--- src/rtl/phi_result_collector.sv ---
// Gathers one 64-bit result per CMU_PHi* channel per epoch and hands the packed set
// to the covariance write-back stage over valid/ready; flags channels that never deliver.
module phi_result_collector #(
    parameter int DBL_WIDTH = 64,
    parameter int NUM_CH    = 10,
    parameter int TIMEOUT   = 256,
    parameter int TW        = 9
) (
    input  logic                        clk,
    input  logic                        rst_n,
    input  logic                        start,
    input  logic [NUM_CH-1:0]           ch_valid,
    input  logic [NUM_CH*DBL_WIDTH-1:0] ch_data,
    output logic                        mat_valid,
    input  logic                        mat_ready,
    output logic [NUM_CH*DBL_WIDTH-1:0] mat_data,
    output logic [NUM_CH-1:0]           cap_mask,
    output logic                        busy,
    output logic                        err_timeout
);

    localparam logic [1:0] ST_IDLE    = 2'd0;
    localparam logic [1:0] ST_COLLECT = 2'd1;
    localparam logic [1:0] ST_OUTPUT  = 2'd2;
    localparam logic [1:0] ST_ERROR   = 2'd3;

    logic [1:0]          state_reg, state_next;
    logic [NUM_CH-1:0]   vq_reg, vq_next;
    logic [NUM_CH-1:0]   cap_mask_reg, cap_mask_next;
    logic [TW-1:0]       timer_reg, timer_next;
    logic                mat_valid_reg, mat_valid_next;
    logic                err_timeout_reg, err_timeout_next;
    logic [DBL_WIDTH-1:0] slot_reg [NUM_CH];

    logic [NUM_CH-1:0]   cap;
    logic                full;
    logic                start_acc;
    logic                timer_last;

    // Rising edge of a channel's valid, first one per epoch only.
    assign cap        = (state_reg == ST_COLLECT) ? (ch_valid & ~vq_reg & ~cap_mask_reg) : '0;
    assign full       = &(cap_mask_reg | cap);
    assign timer_last = (timer_reg == TW'(TIMEOUT - 1));
    assign start_acc  = start & ((state_reg == ST_IDLE) || (state_reg == ST_ERROR) ||
                                 ((state_reg == ST_OUTPUT) && mat_ready));

    // Clearing vq on epoch start turns an already-high valid into a fresh edge.
    assign vq_next = start_acc ? '0 : ch_valid;

    always_comb begin
        state_next       = state_reg;
        cap_mask_next    = cap_mask_reg | cap;
        timer_next       = timer_reg;
        mat_valid_next   = mat_valid_reg;
        err_timeout_next = err_timeout_reg;
        case (state_reg)
            ST_IDLE: begin
                if (start) begin
                    state_next    = ST_COLLECT;
                    cap_mask_next = '0;
                    timer_next    = '0;
                end
            end
            ST_COLLECT: begin
                timer_next = timer_reg + TW'(1);
                if (full) begin
                    state_next     = ST_OUTPUT;
                    mat_valid_next = 1'b1;
                end else if (timer_last) begin
                    state_next       = ST_ERROR;
                    err_timeout_next = 1'b1;
                end
            end
            ST_OUTPUT: begin
                if (mat_ready) begin
                    mat_valid_next = 1'b0;
                    if (start) begin
                        state_next    = ST_COLLECT;
                        cap_mask_next = '0;
                        timer_next    = '0;
                    end else begin
                        state_next = ST_IDLE;
                    end
                end
            end
            default: begin
                if (start) begin
                    state_next       = ST_COLLECT;
                    err_timeout_next = 1'b0;
                    cap_mask_next    = '0;
                    timer_next       = '0;
                end
            end
        endcase
    end

    always_ff @(posedge clk or negedge rst_n) begin
        if (!rst_n) begin
            state_reg       <= ST_IDLE;
            vq_reg          <= '0;
            cap_mask_reg    <= '0;
            timer_reg       <= '0;
            mat_valid_reg   <= 1'b0;
            err_timeout_reg <= 1'b0;
        end else begin
            state_reg       <= state_next;
            vq_reg          <= vq_next;
            cap_mask_reg    <= cap_mask_next;
            timer_reg       <= timer_next;
            mat_valid_reg   <= mat_valid_next;
            err_timeout_reg <= err_timeout_next;
        end
    end

    // Slots are only ever overwritten by a capture, so stale slots survive across epochs.
    always_ff @(posedge clk or negedge rst_n) begin
        if (!rst_n) begin
            for (int i = 0; i < NUM_CH; i++) begin
                slot_reg[i] <= '0;
            end
        end else begin
            for (int i = 0; i < NUM_CH; i++) begin
                if (cap[i]) begin
                    slot_reg[i] <= ch_data[i*DBL_WIDTH +: DBL_WIDTH];
                end
            end
        end
    end

    genvar gi;
    generate
        for (gi = 0; gi < NUM_CH; gi++) begin : g_pack
            assign mat_data[gi*DBL_WIDTH +: DBL_WIDTH] = slot_reg[gi];
        end
    endgenerate

    assign mat_valid   = mat_valid_reg;
    assign cap_mask    = cap_mask_reg;
    assign err_timeout = err_timeout_reg;
    assign busy        = (state_reg == ST_COLLECT) || (state_reg == ST_OUTPUT);

endmodule

--- config.mk ---
export PLATFORM = sky130hd
export DESIGN_NAME = phi_result_collector
export DESIGN_NICKNAME = d
export VERILOG_FILES = /design/src/rtl/phi_result_collector.sv
export SDC_FILE = /design/constraint.sdc
export NUM_CORES = 1
export LEC_CHECK = 0
export CAP_MARGIN = 40
export CORE_AREA = 10 10 504 506
export CTS_CLUSTER_DIAMETER = 60
export DETAILED_ROUTE_END_ITERATION = 16
export DIE_AREA = 0 0 514 516
export GPL_TIMING_DRIVEN = 0
export SLEW_MARGIN = 0
export SYNTH_ARGS = -nofsm -noshare
export SYNTH_HDL_FRONTEND = slang
export SYNTH_SLANG_ARGS = --single-unit
--- constraint.sdc ---
create_clock -name clk -period 3.95 [get_ports clk]
set_input_delay 0.5925 -clock clk [delete_from_list [all_inputs] [get_ports clk]]
set_output_delay 0.5925 -clock clk [all_outputs]
set_load 0.02 [all_outputs]
==> results.py <==
metrics = {
    "sta": {
        "final.setup.worst_slack_ns": 0.8883,
        "maxSlewHeadroom_pct": 44.80,
        "fin_setup_tns_ns": 0,
        "rsz0062_at_grt": "false",
        "worst_pin_slew_ns": 0.8254,
        "maxSlewViolCount": 0,
        "clock.fmax_mhz": 326.6,
        "finalClockSkew_ns": 0.05286,
        "hold_viol_final": 0,
        "period_minus_slack_ns": 3.062,
        "min_period_over_period_pct": 77.51,
        "setup_violations": 0,
    },
    "floorplanning": {
        "start_util_pct": 10.32,
        "die_h_um": 516,
        "die_w_um": 514,
        "core_area_sq_mm": 0.2443,
        "die_area_sq_mm": 0.2652,
        "ioPinCount": 1307,
        "rows": 182,
    },
    "pwr": {
        "power_density_mw_per_mm2": 952.3,
        "irDropWorstVdd_v": 0.0004853,
        "p_leak_nw": 18.11,
    },
    "setup_path": {
        "cp-start-kind": "register",
        "endpoint_kind": "register",
        "worstPathArrival_ns": 3.66,
        "cp_data_required_time_ns": 4.55,
        "crit_type": "reg -> reg",
        "critPathMaxFanout": 10,
    },
    "clock_network": {
        "cts_sinks": 673,
        "cts-root-buf": "clkbuf_16",
        "htreeDepth": 3,
        "clk_latency_ns": 0.76,
        "cts_made_buffers": 101,
        "cts_tree": "built",
        "clk_pin_slew_worst_paths_ns": 0.06,
        "clockBufferDepth": 3,
    },
    "run_status": {
        "status": "finished clean",
    },
    "logic_synthesis": {
        "syn_area_per_cell_sq_um": 16.71,
        "syn_inst": 1509,
        "async_flop_share_pct": 100.0,
        "synth-seq-cells": 673,
        "syn_nets": 2168,
        "ys_warn_count": 0,
        "ys_types": 35,
        "synth_edf_count": 0,
        "synthesis.area_sq_mm": 0.02521,
        "yosys_most_used_dff": "dfrtp_1",
        "synth_seq_area_share_pct": 66.80,
    },
    "detailed_routing": {
        "ant_nets": 0,
        "dr.pass1.iters": 4,
        "drc": 0,
        "drt-initial-drc-count": 998,
        "wire_per_inst_um": 30.95,
        "viasPerCell": 3.171,
        "drt-total-wl_um": 193500,
        "route.vias.total": 19820,
    },
    "grt": {
        "antenna_found_initial": 104,
        "grt_max_degree": 118,
        "grt.total_usage_pct": 13.88,
        "grt_pass1_vias": 21350,
        "grt_pass1_wl_um": 240200,
        "grt_overflow": 0,
    },
    "layout": {
        "layout_commonest_cell": "clkdlybuf4s50_1",
        "finalInstanceArea_sq_mm": 0.04632,
        "final_cell_mix": "clkdlybuf4s50_1 (1304), dfrtp_1 (673), mux2_2 (640)",
        "drive_gt1_share_pct": 30.23,
        "synthToLayoutAreaGrowth_pct": 83.74,
        "largest_reg_flops": 640,
        "nFillCells": 26400,
        "nets": 3596,
    },
    "placed_design": {
        "hpwl_um": 169200,
        "place_area_sq_mm": 0.04267,
        "gp_congestion": 0.9570,
        "io_buffers": 1305,
        "dp_slack_ns": 0.4705,
    },
    "hold_path": {
        "hp-class": "in -> reg",
    },
    "flow_run": {
        "cap_violations": 0,
    },
}
routing by layer:
layer	part of all wire [%]	vias to the layer above	GRT usage (%)
met5	0.23	-	0
met4	2.2	72	3.116
met3	17	292	10.67
met2	45	1214	22.10
met1	36	10010	14.50
li1	-	8231	-
synth_stat cells (6+ instances only):
cell type,n,area [sq um]
nor2b_1,6,37.54
a21oi_1,8,40.04
inv_1,9,33.78
nand2_1,12,45.04
buf_4,18,135.1
and3b_1,6,52.55
dfrtp_1,673,16840
and2_1,10,62.56
nor2_1,25,93.84
buf_2,52,260.3
mux2_2,640,7207
cell type report:
| type | count | area [sq um] | area share (%) |
|---|---|---|---|
| sequential | 673 | 16840 | 36.36 |
| timing repair buffer | 1325 | 13430 | 28.99 |
| multi-input combinational | 754 | 7934 | 17.13 |
| tap | 3220 | 4029 | 8.698 |
| clock buffer | 124 | 2754 | 5.945 |
| clock inverter | 62 | 863.3 | 1.864 |
| buffer | 73 | 414.1 | 0.8941 |
| inverter | 9 | 33.78 | 0.07293 |
| antenna | 10 | 25.02 | 0.05402 |
cells by family after synthesis:
group | count (synthesis) | share of synthesized area, %
AO/OA/AOI/OAI | 25 | 0.5956
XOR/XNOR | 4 | 0.1390
adder cells (fa/ha/maj) | 5 | 0.2482
buffers and inverters | 82 | 1.777
flip-flops | 673 | 66.80
multiplexers | 642 | 28.67
AND/OR/NAND/NOR | 78 | 1.772
power breakdown:
group          total [mW]  internal (mW)  switching (mW)
Clock                9.72           5.80            3.92
Combinational        21.9           9.69            12.2
Sequential           12.5           10.4            2.09
path summary, 6_finish.rpt:
kind                                     from       endpoint  slack [ns]  cells after the start
worst max-delay path             state_reg[1]  mat_data[356]        0.89                      7
worst min-delay path                    start    err_timeout        0.33                      4
worst min register to register  mat_data[229]  mat_data[229]        0.50                      1
max in group asynchronous               rst_n  mat_data[494]        1.54                      5
worst max register to register   state_reg[1]  mat_data[356]        0.89                      7
min in group asynchronous               rst_n  mat_data[567]        0.36                      2
what timing repair did:
action	4_1_cts	5_1_grt
endpoints found under the hold margin	40	0
hold buffers	1	0
setup buffers	0	0
endpoints found under the setup margin	0	0
gates resized for setup	0	0
metrics by stage:
| step | util (%) | cells | power [mW] | hold WS [ns] |
|---|---|---|---|---|
| floorplan | - | 1509 | 20.91 | 0.2969 |
| global placement | 17.31 | 6034 | 34.77 | 0.4884 |
| detailed placement | 17.46 | 6053 | 35.04 | 0.4941 |
| CTS | 18.95 | 6240 | 45.17 | 0.2132 |
| global route | 18.95 | 6244 | 46.44 | 0.3147 |
| finish | 18.96 | 6250 | 44.11 | 0.3303 |
worst max-delay path, cell delays in order (launching register included):
cell and delay (ns):
dfrtp_1 0.41, inv_1 0.12, ha_1 0.35, and3b_1 0.23, nor2b_1 0.51, buf_2 0.50, buf_2 0.37, mux2_2 0.38
Power figures use the tool's default switching activity.
